==> src/rtl/word_time_sched.sv <==
// Word-time scheduler: tracks the drum word number from T29/T0 and opens a
// whole-word transfer gate, either deferred (at word T) or immediate (up to T).
module word_time_sched #(
  parameter int WORDS = 108,
  parameter int CW    = 7
) (
  input  logic          CLOCK,
  input  logic          rst,
  input  logic          T0,
  input  logic          T29,
  input  logic          start,
  input  logic [CW-1:0] t_num,
  input  logic          imm,
  input  logic          dbl,
  input  logic          abort,
  output logic [CW-1:0] word_cnt,
  output logic          sync,
  output logic          busy,
  output logic          xfer_gate,
  output logic          done,
  output logic          sync_err,
  output logic          cmd_err
);
  localparam logic [CW-1:0] LAST = CW'(WORDS - 1);

  typedef enum logic [1:0] {S_IDLE, S_WAIT, S_XFER} state_t;
  typedef struct packed {
    logic [CW-1:0] tgt;
    logic [1:0]    len;
    logic          imm;
  } cmd_t;

  state_t        state_q, state_d;
  cmd_t          cmd_q, cmd_d;
  logic [CW-1:0] cnt_q, cnt_d;
  logic          sync_q, sync_d, serr_q, serr_set;
  logic          gate_q, gate_d, done_q, done_d, cerr_q, cerr_d;
  logic          t_ok, kill;

  // cnt_d is the number of the word that begins on the next clock
  always_comb begin
    cnt_d    = cnt_q;
    sync_d   = sync_q;
    serr_set = 1'b0;
    if (T29) begin
      if (T0) begin
        cnt_d    = '0;
        sync_d   = 1'b1;
        serr_set = sync_q && (cnt_q != LAST);
      end else begin
        cnt_d = (cnt_q == LAST) ? '0 : cnt_q + 1'b1;
      end
    end
  end

  assign t_ok = ({1'b0, t_num} < (CW+1)'(WORDS));
  assign kill = abort | serr_set;

  always_ff @(posedge CLOCK) begin
    if (rst) begin
      cnt_q   <= '0;
      sync_q  <= 1'b0;
      serr_q  <= 1'b0;
      state_q <= S_IDLE;
      cmd_q   <= '0;
      gate_q  <= 1'b0;
      done_q  <= 1'b0;
      cerr_q  <= 1'b0;
    end else begin
      cnt_q   <= cnt_d;
      sync_q  <= sync_d;
      serr_q  <= serr_q | serr_set;
      state_q <= state_d;
      cmd_q   <= cmd_d;
      gate_q  <= gate_d;
      done_q  <= done_d;
      cerr_q  <= cerr_d;
    end
  end

  // WAIT/XFER only move on T29 edges so the gate always spans whole words
  always_comb begin
    state_d = state_q;
    cmd_d   = cmd_q;
    unique case (state_q)
      S_IDLE: begin
        if (start && !abort && sync_q && t_ok) begin
          state_d   = S_WAIT;
          cmd_d.tgt = (!imm && dbl) ? (t_num & ~CW'(1)) : t_num;
          cmd_d.len = dbl ? 2'd2 : 2'd1;
          cmd_d.imm = imm;
        end
      end
      S_WAIT: begin
        if (T29) begin
          if (cnt_d == cmd_q.tgt) state_d = cmd_q.imm ? S_IDLE : S_XFER;
          else if (cmd_q.imm)     state_d = S_XFER;
        end
      end
      S_XFER: begin
        if (T29) begin
          if (cmd_q.imm) begin
            if (cnt_d == cmd_q.tgt) state_d = S_IDLE;
          end else begin
            cmd_d.len = cmd_q.len - 2'd1;
            if (cmd_q.len == 2'd1) state_d = S_IDLE;
          end
        end
      end
      default: state_d = S_IDLE;
    endcase
    if (kill && state_q != S_IDLE) state_d = S_IDLE;
  end

  always_comb begin
    gate_d = (state_d == S_XFER);
    done_d = (state_q != S_IDLE) && (state_d == S_IDLE) && !kill;
    cerr_d = (state_q == S_IDLE) && start && !abort && !(sync_q && t_ok);
  end

  assign word_cnt  = cnt_q;
  assign sync      = sync_q;
  assign busy      = (state_q != S_IDLE);
  assign xfer_gate = gate_q;
  assign done      = done_q;
  assign sync_err  = serr_q;
  assign cmd_err   = cerr_q;
endmodule

==> config.mk <==
export PLATFORM = sky130hd
export DESIGN_NAME = word_time_sched
export DESIGN_NICKNAME = d
export VERILOG_FILES = /design/src/rtl/word_time_sched.sv
export SDC_FILE = /design/constraint.sdc
export NUM_CORES = 1
export LEC_CHECK = 0
export ABC_CLOCK_PERIOD_IN_PS = 2700
export CAP_MARGIN = 20
export CORE_MARGIN = 1
export CORE_UTILIZATION = 28
export CTS_CLUSTER_SIZE = 10
export DETAILED_ROUTE_END_ITERATION = 7
export GPL_TIMING_DRIVEN = 0
export PLACE_DENSITY = 0.46
export SLEW_MARGIN = 20
export SYNTH_ARGS = -nofsm -noshare
export SYNTH_HDL_FRONTEND = slang
export SYNTH_SLANG_ARGS = --single-unit
==> constraint.sdc <==
create_clock -name CLOCK -period 2.7 [get_ports CLOCK]
set_input_delay 0.27 -clock CLOCK [delete_from_list [all_inputs] [get_ports CLOCK]]
set_output_delay 0.27 -clock CLOCK [all_outputs]
set_load 0.005 [all_outputs]
==> run summary, run 1 <==
status - finished clean
H-tree depth - 1
Vias - 1332
drt total wl - 3780 microns
CTS tree - built
Synth Register Bits - 24
Reg2Reg Setup Slack - 0.24 ns
largest net degree at the start of global routing - 14
Hold Crit Class - reg2reg
FMAX - 407 MHz
clock buffer count from CTS - 3
fin cells - 271
area grow syn2layout - 28.3%
Routed wire per std cell - 14.0 microns
clock sinks - 24
DRC - 0
Max clock buf depth - 2
Rel. slew slack - 0.581
WP data arrival - 2.63 ns
Post-synth ARST share - 0
critical path launch point type - flip-flop
vias in the first global route - 1295
Cell Area, Placed - 1830 sq um
Finished Cell Area - 1890 sq um
min Tclk post-route - 2.46 ns
IO Pins - 28
global-route wire length before repair - 6370 microns
cell count after synthesis - 170
number of diodes - 0
routability cong. - 0.787
synth top area cells - dfxtp_1 (33%), mux2i_1 (6.1%), nor2_1 (4.6%), a21oi_1 (4.4%), xnor2_1 (3.0%)
Post-CTS Repair Setup Buffers - 0
Cell Pwr Density - 382 nW/um^2
most area-hungry cell type in the Yosys netlist - dfxtp_1
Ys Warns - 0
peak supply drop - 0.000161 V
Main synth FF type - dfxtp_1
All-Layer GR Usage - 0.152
CTS root buf - clkbuf_8
max cap viols - 0
drt initial violations - 60
die area - 5550 sq um
final hold violations - 0
Core ar. - 5070 sq um
Via density - 4.92
die span in y - 74.5 microns
register area share after synthesis - 0.326
RSZ-0062 raised after global routing - no
Crit Path Max Fanout - 6
top cell type's share of synthesized area - 0.326
DP Worst Slack - 0.0767 ns
Setup Crit Path Kind - reg2reg
Final WS setup - 0.242 ns
clk slew on worst S/H paths - 0.10 ns
Tot Pwr - 0.000721 W
Final setup violation count - 0
layout cells sized above 1 - 0.124
HPWL after detailed placement - 2880 microns
initial antenna violation count - 0
Tightest Pin Transition - 0.628 ns
Buffers on Ports - 27
Cell variety after synth - 57
period utilization - 0.911
Cell Area, Synth - 1470 sq um
critical path required time - 2.87 ns
initial cell density of the core - 0.290
syn_nets - 187
dpl cells - 267
EDFF count, synth - 0
Final #Nets - 219
Die Width - 74.5 microns
clock skew - 0.00787 ns
antenna violation net count after detailed routing - 0
drt pass-1 iters - 4
leak pwr - 0.706 nW
Avg Cell Area, Syn - 8.66 sq um
total congestion overflow - 0
CP Capture Type - flip-flop
worst-skew pair later-pin latency - 0.27 ns
Rows - 26
Max Slew Vio Count - 0
Setup TNS Final - 0 ns
==> through the flow <==
step,hold slack (ns),util
after floorplan,0.346,-
final,0.495,0.372
after detailed placement,0.483,0.361
after global routing,0.518,0.372
after global placement,0.457,0.361
after CTS,0.501,0.372
==> cells by family (layout without fill, tap and decap cells) <==
group / count (synthesis) / after routing / share of synthesized area
DFF: 24 / 24 / 0.326
xor gates and xnor gates: 6 / 6 / 0.0357
AOI/OAI and AO/OA: 39 / 39 / 0.193
adders and majority gates: 2 / 2 / 0.0170
and+or+nand+nor: 75 / 75 / 0.308
buffers and inverters: 15 / 46 / 0.0586
muxes: 9 / 9 / 0.0612
==> synth_stat cells, drive strengths merged, types with 2 or more instances <==
| cell | count |
|---|---|
| dfxtp | 24 |
| nor2 | 18 |
| a21oi | 13 |
| mux2i | 9 |
| inv | 8 |
| nor3 | 8 |
| nand2 | 7 |
| nand2b | 6 |
| o21ai | 6 |
| nand3 | 5 |
| or2 | 5 |
| xnor2 | 5 |
| buf | 4 |
| clkbuf | 3 |
| nand4 | 3 |
| nor3b | 3 |
| o22ai | 3 |
| or2b | 3 |
| a211oi | 2 |
| a31oi | 2 |
| and3 | 2 |
| and4 | 2 |
| ha | 2 |
| nand4b | 2 |
| nor4 | 2 |
| o21a | 2 |
| or3 | 2 |
==> cell usage in the layout, fill, tap and decap left out, types with 3 or more instances in the layout <==
master           count
a21oi_1             13
clkbuf_1             3
clkbuf_8             4
clkdlybuf4s50_1     27
dfxtp_1             23
inv_1                7
mux2i_1              9
nand2_1              7
nand2b_1             6
nand3_1              5
nand4_1              3
nor2_1              18
nor3_1               7
nor3b_1              3
o21ai_0              5
o22ai_1              3
or2_1                4
xnor2_1              5
==> report_power, final <==
part	leakage [nW]	internal, W	switching, W	total (W)
Sequential	0.195	0.000360	0.00000780	0.000368
Combinational	0.483	0.0000482	0.0000453	0.0000935
Clock	0.0288	0.000130	0.000129	0.000259
==> routing by layer <==
layer  global-route usage  up-vias  part of all wire
li1                     -      680                 -
met1                0.220      625              0.52
met2                0.217       23              0.44
met3               0.0285        4             0.029
met4               0.0629        0             0.011
met5                    0        -                 0
==> critical path: stages, from the launching register on <==
cell and delay, ns:
dfxtp_1 0.46, ha_2 0.29, nand4_1 0.15, or3_1 0.40
a21oi_1 0.18, o21ai_1 0.13, nor4_4 0.38, a21oi_1 0.16
o21a_1 0.20
==> registers in the layout (all words and copies together) (netlist names) <==
register,count
word_cnt,7
sync,1
xfer_gate,1
cmd_err,1
cmd_q,10
done,1
sync_err,1
state_q,2
==> final cells by class <==
| class | count | area [sq um] |
|---|---|---|
| plain buffers | 7 | 56.3 |
| clock buffers | 4 | 55.1 |
| fillers | 547 | 3190 |
| inverters | 8 | 30.0 |
| multi-input cells | 131 | 908 |
| flip-flops and latches | 24 | 482 |
| well taps | 70 | 87.6 |
| repair buffers | 27 | 270 |
==> path summary, 6_finish.rpt <==
| check | startpoint | end | cells past startpoint |
|---|---|---|---|
| max | word_cnt[1] | done | 8 |
| max reg2reg | word_cnt[1] | done | 8 |
| min | sync_err | sync_err | 2 |
| min reg2reg | sync_err | sync_err | 2 |
==> what timing repair did <==
action	CTS	global route
setup endpoints to repair	0	3
gates resized for setup	0	2
hold buffers	0	0
Power figures use the tool's default switching activity.
==> run 2: changes to the inputs <==
- PLACE_DENSITY: 0.46 -> not set
==> run 2 against run 1 <==
Clock power up 23%. Routed wire length down 11%. Via count up 0.38%. Combinational power down 1%. First-iteration DRC count up 90%. Largest cell class unchanged. Utilization up 0.25 points. Register-to-register slack worse by 0.02 ns. Die area unchanged. Non-clock buffer count unchanged. Power up 7.9%. Setup slack worse by 0.017 ns. Critical path type unchanged. Flip-flop and latch count unchanged.
==> run summary, run 2 (synthesis results as in run 1) <==
status - finished clean
clock sinks - 24
Cell Pwr Density - 409 nW/um^2
Final setup violation count - 0
commonest non-fill, non-tap cell in the layout - clkdlybuf4s50_1
vias in the first global route - 1157
Max clock buf depth - 2
Vias - 1337
Via density - 4.93
drt pass-1 iters - 4
IO Pins - 28
leak pwr - 0.716 nW
die span in y - 74.5 microns
global-route wire length before repair - 5810 microns
Final WS setup - 0.225 ns
initial antenna violation count - 0
final hold violations - 0
Buffers on Ports - 27
clock skew - 0.0114 ns
largest net degree at the start of global routing - 15
critical path required time - 2.86 ns
most used cell, CP - a21oi_1
Sequential Power Share - 0.472
Rows - 26
Top delay family on crit path - simple AND/OR/NAND/NOR gates
Tot Pwr - 0.000778 W
CP bufs+invs - 0
RSZ-0062 raised after global routing - no
CTS root buf - clkbuf_8
switch share - 0.221
CP max stage delay - 0.45 ns
peak supply drop - 0.000184 V
All-Layer GR Usage - 0.136
worst-skew pair later-pin latency - 0.27 ns
largest reg by FF count - cmd_q
area grow syn2layout - 29.1%
Pint - 0.000606 W
Net Sw Power - 0.000172 W
commonest non-fill, non-tap cells in the layout - clkdlybuf4s50_1 (27), dfxtp_1 (24), nor2_1 (18)
post-cts sizing count - 0
Max Slew Vio Count - 0
CP Capture Type - flip-flop
Final #Nets - 219
HPWL after detailed placement - 2630 microns
final core occ - 0.375
drt initial violations - 114
critical-path cell list - ha_1 -> nand4_1 -> or3_1 -> a21oi_1 -> o21ai_1 -> nor4_4 -> a21oi_1 -> o21a_1
max reg flops - 10
Combinational Power Share - 0.119
initial cell density of the core - 0.290
Setup Crit Path Kind - reg2reg
min Tclk post-route - 2.48 ns
Die Width - 74.5 microns
Slowest-stage cell, CP - dfxtp_1
WP data arrival - 2.64 ns
clock buffer count from CTS - 3
DP Worst Slack - 0.0688 ns
antenna violation net count after detailed routing - 0
Finished Cell Area - 1900 sq um
clk slew on worst S/H paths - 0.10 ns
clock share of power - 0.409
Post-CTS Repair Setup Buffers - 0
drt total wl - 3370 microns
routability cong. - 0.871
Crit Path Max Fanout - 6
Routed wire per std cell - 12.4 microns
Cell Area, Placed - 1830 sq um
FMAX - 404 MHz
number of diodes - 0
Hold Crit Class - reg2reg
Tightest Pin Transition - 0.596 ns
die area - 5550 sq um
max cap viols - 0
Core ar. - 5070 sq um
period utilization - 0.917
Setup TNS Final - 0 ns
total congestion overflow - 0
critical path launch point type - flip-flop
Rel. slew slack - 0.603
layout cells sized above 1 - 0.114
H-tree depth - 1
DRC - 0
# hold bufs at CTS - 0
CTS tree - built
## run 2: cell count changes in the layout (fill, tap and decap cells not counted), sizes merged
cell	before	now
clkbuf	7	6
bufinv	0	1
## run 2: area by class of cell
type | instances | area [sq um]
fillers | 549 | 3170
multi-input cells | 131 | 906
flip-flops and latches | 24 | 480
repair buffers | 27 | 270
well taps | 70 | 87.6
plain buffers | 7 | 56.3
clock buffers | 3 | 41.3
clock inverters | 1 | 30.0
inverters | 8 | 30.0
## run 2: worst paths after layout
check / from / endpoint / slack (ns) / cells after the start
max reg2reg: word_cnt[0] / done / 0.22 / 8
max: word_cnt[0] / done / 0.22 / 8
min reg2reg: sync_err / sync_err / 0.49 / 2
min: sync_err / sync_err / 0.49 / 2
## run 2: power by group through the flow
| stage | registers [W] | clock network [W] | logic [W] |
|---|---|---|---|
| after floorplan | 0.000374 | 0 | 0.0000478 |
| after global placement | 0.000376 | 0 | 0.0000923 |
| after detailed placement | 0.000376 | 0 | 0.0000924 |
| after CTS | 0.000367 | 0.000326 | 0.0000928 |
| after global routing | 0.000369 | 0.000341 | 0.000102 |
| final | 0.000367 | 0.000319 | 0.0000923 |
## run 2: worst reg2reg max path: stages, from the launching register on
cell	delay, ns
dfxtp_1	0.45
ha_1	0.29
nand4_1	0.17
or3_1	0.40
a21oi_1	0.19
o21ai_1	0.12
nor4_4	0.39
a21oi_1	0.16
o21a_1	0.20
## run 2: routing by layer
layer / GRT usage / wire length (microns)
met2: 0.200 / 1380
met1: 0.205 / 1730
met4: 0.0314 / 22
met5: 0 / 0
met3: 0.0203 / 239
## run 2: stage by stage
step / std cells / hold slack [ns]
floorplan: 170 / 0.346
global route: 271 / 0.534
global placement: 267 / 0.470
detailed placement: 267 / 0.466
finish: 271 / 0.485
CTS: 271 / 0.486
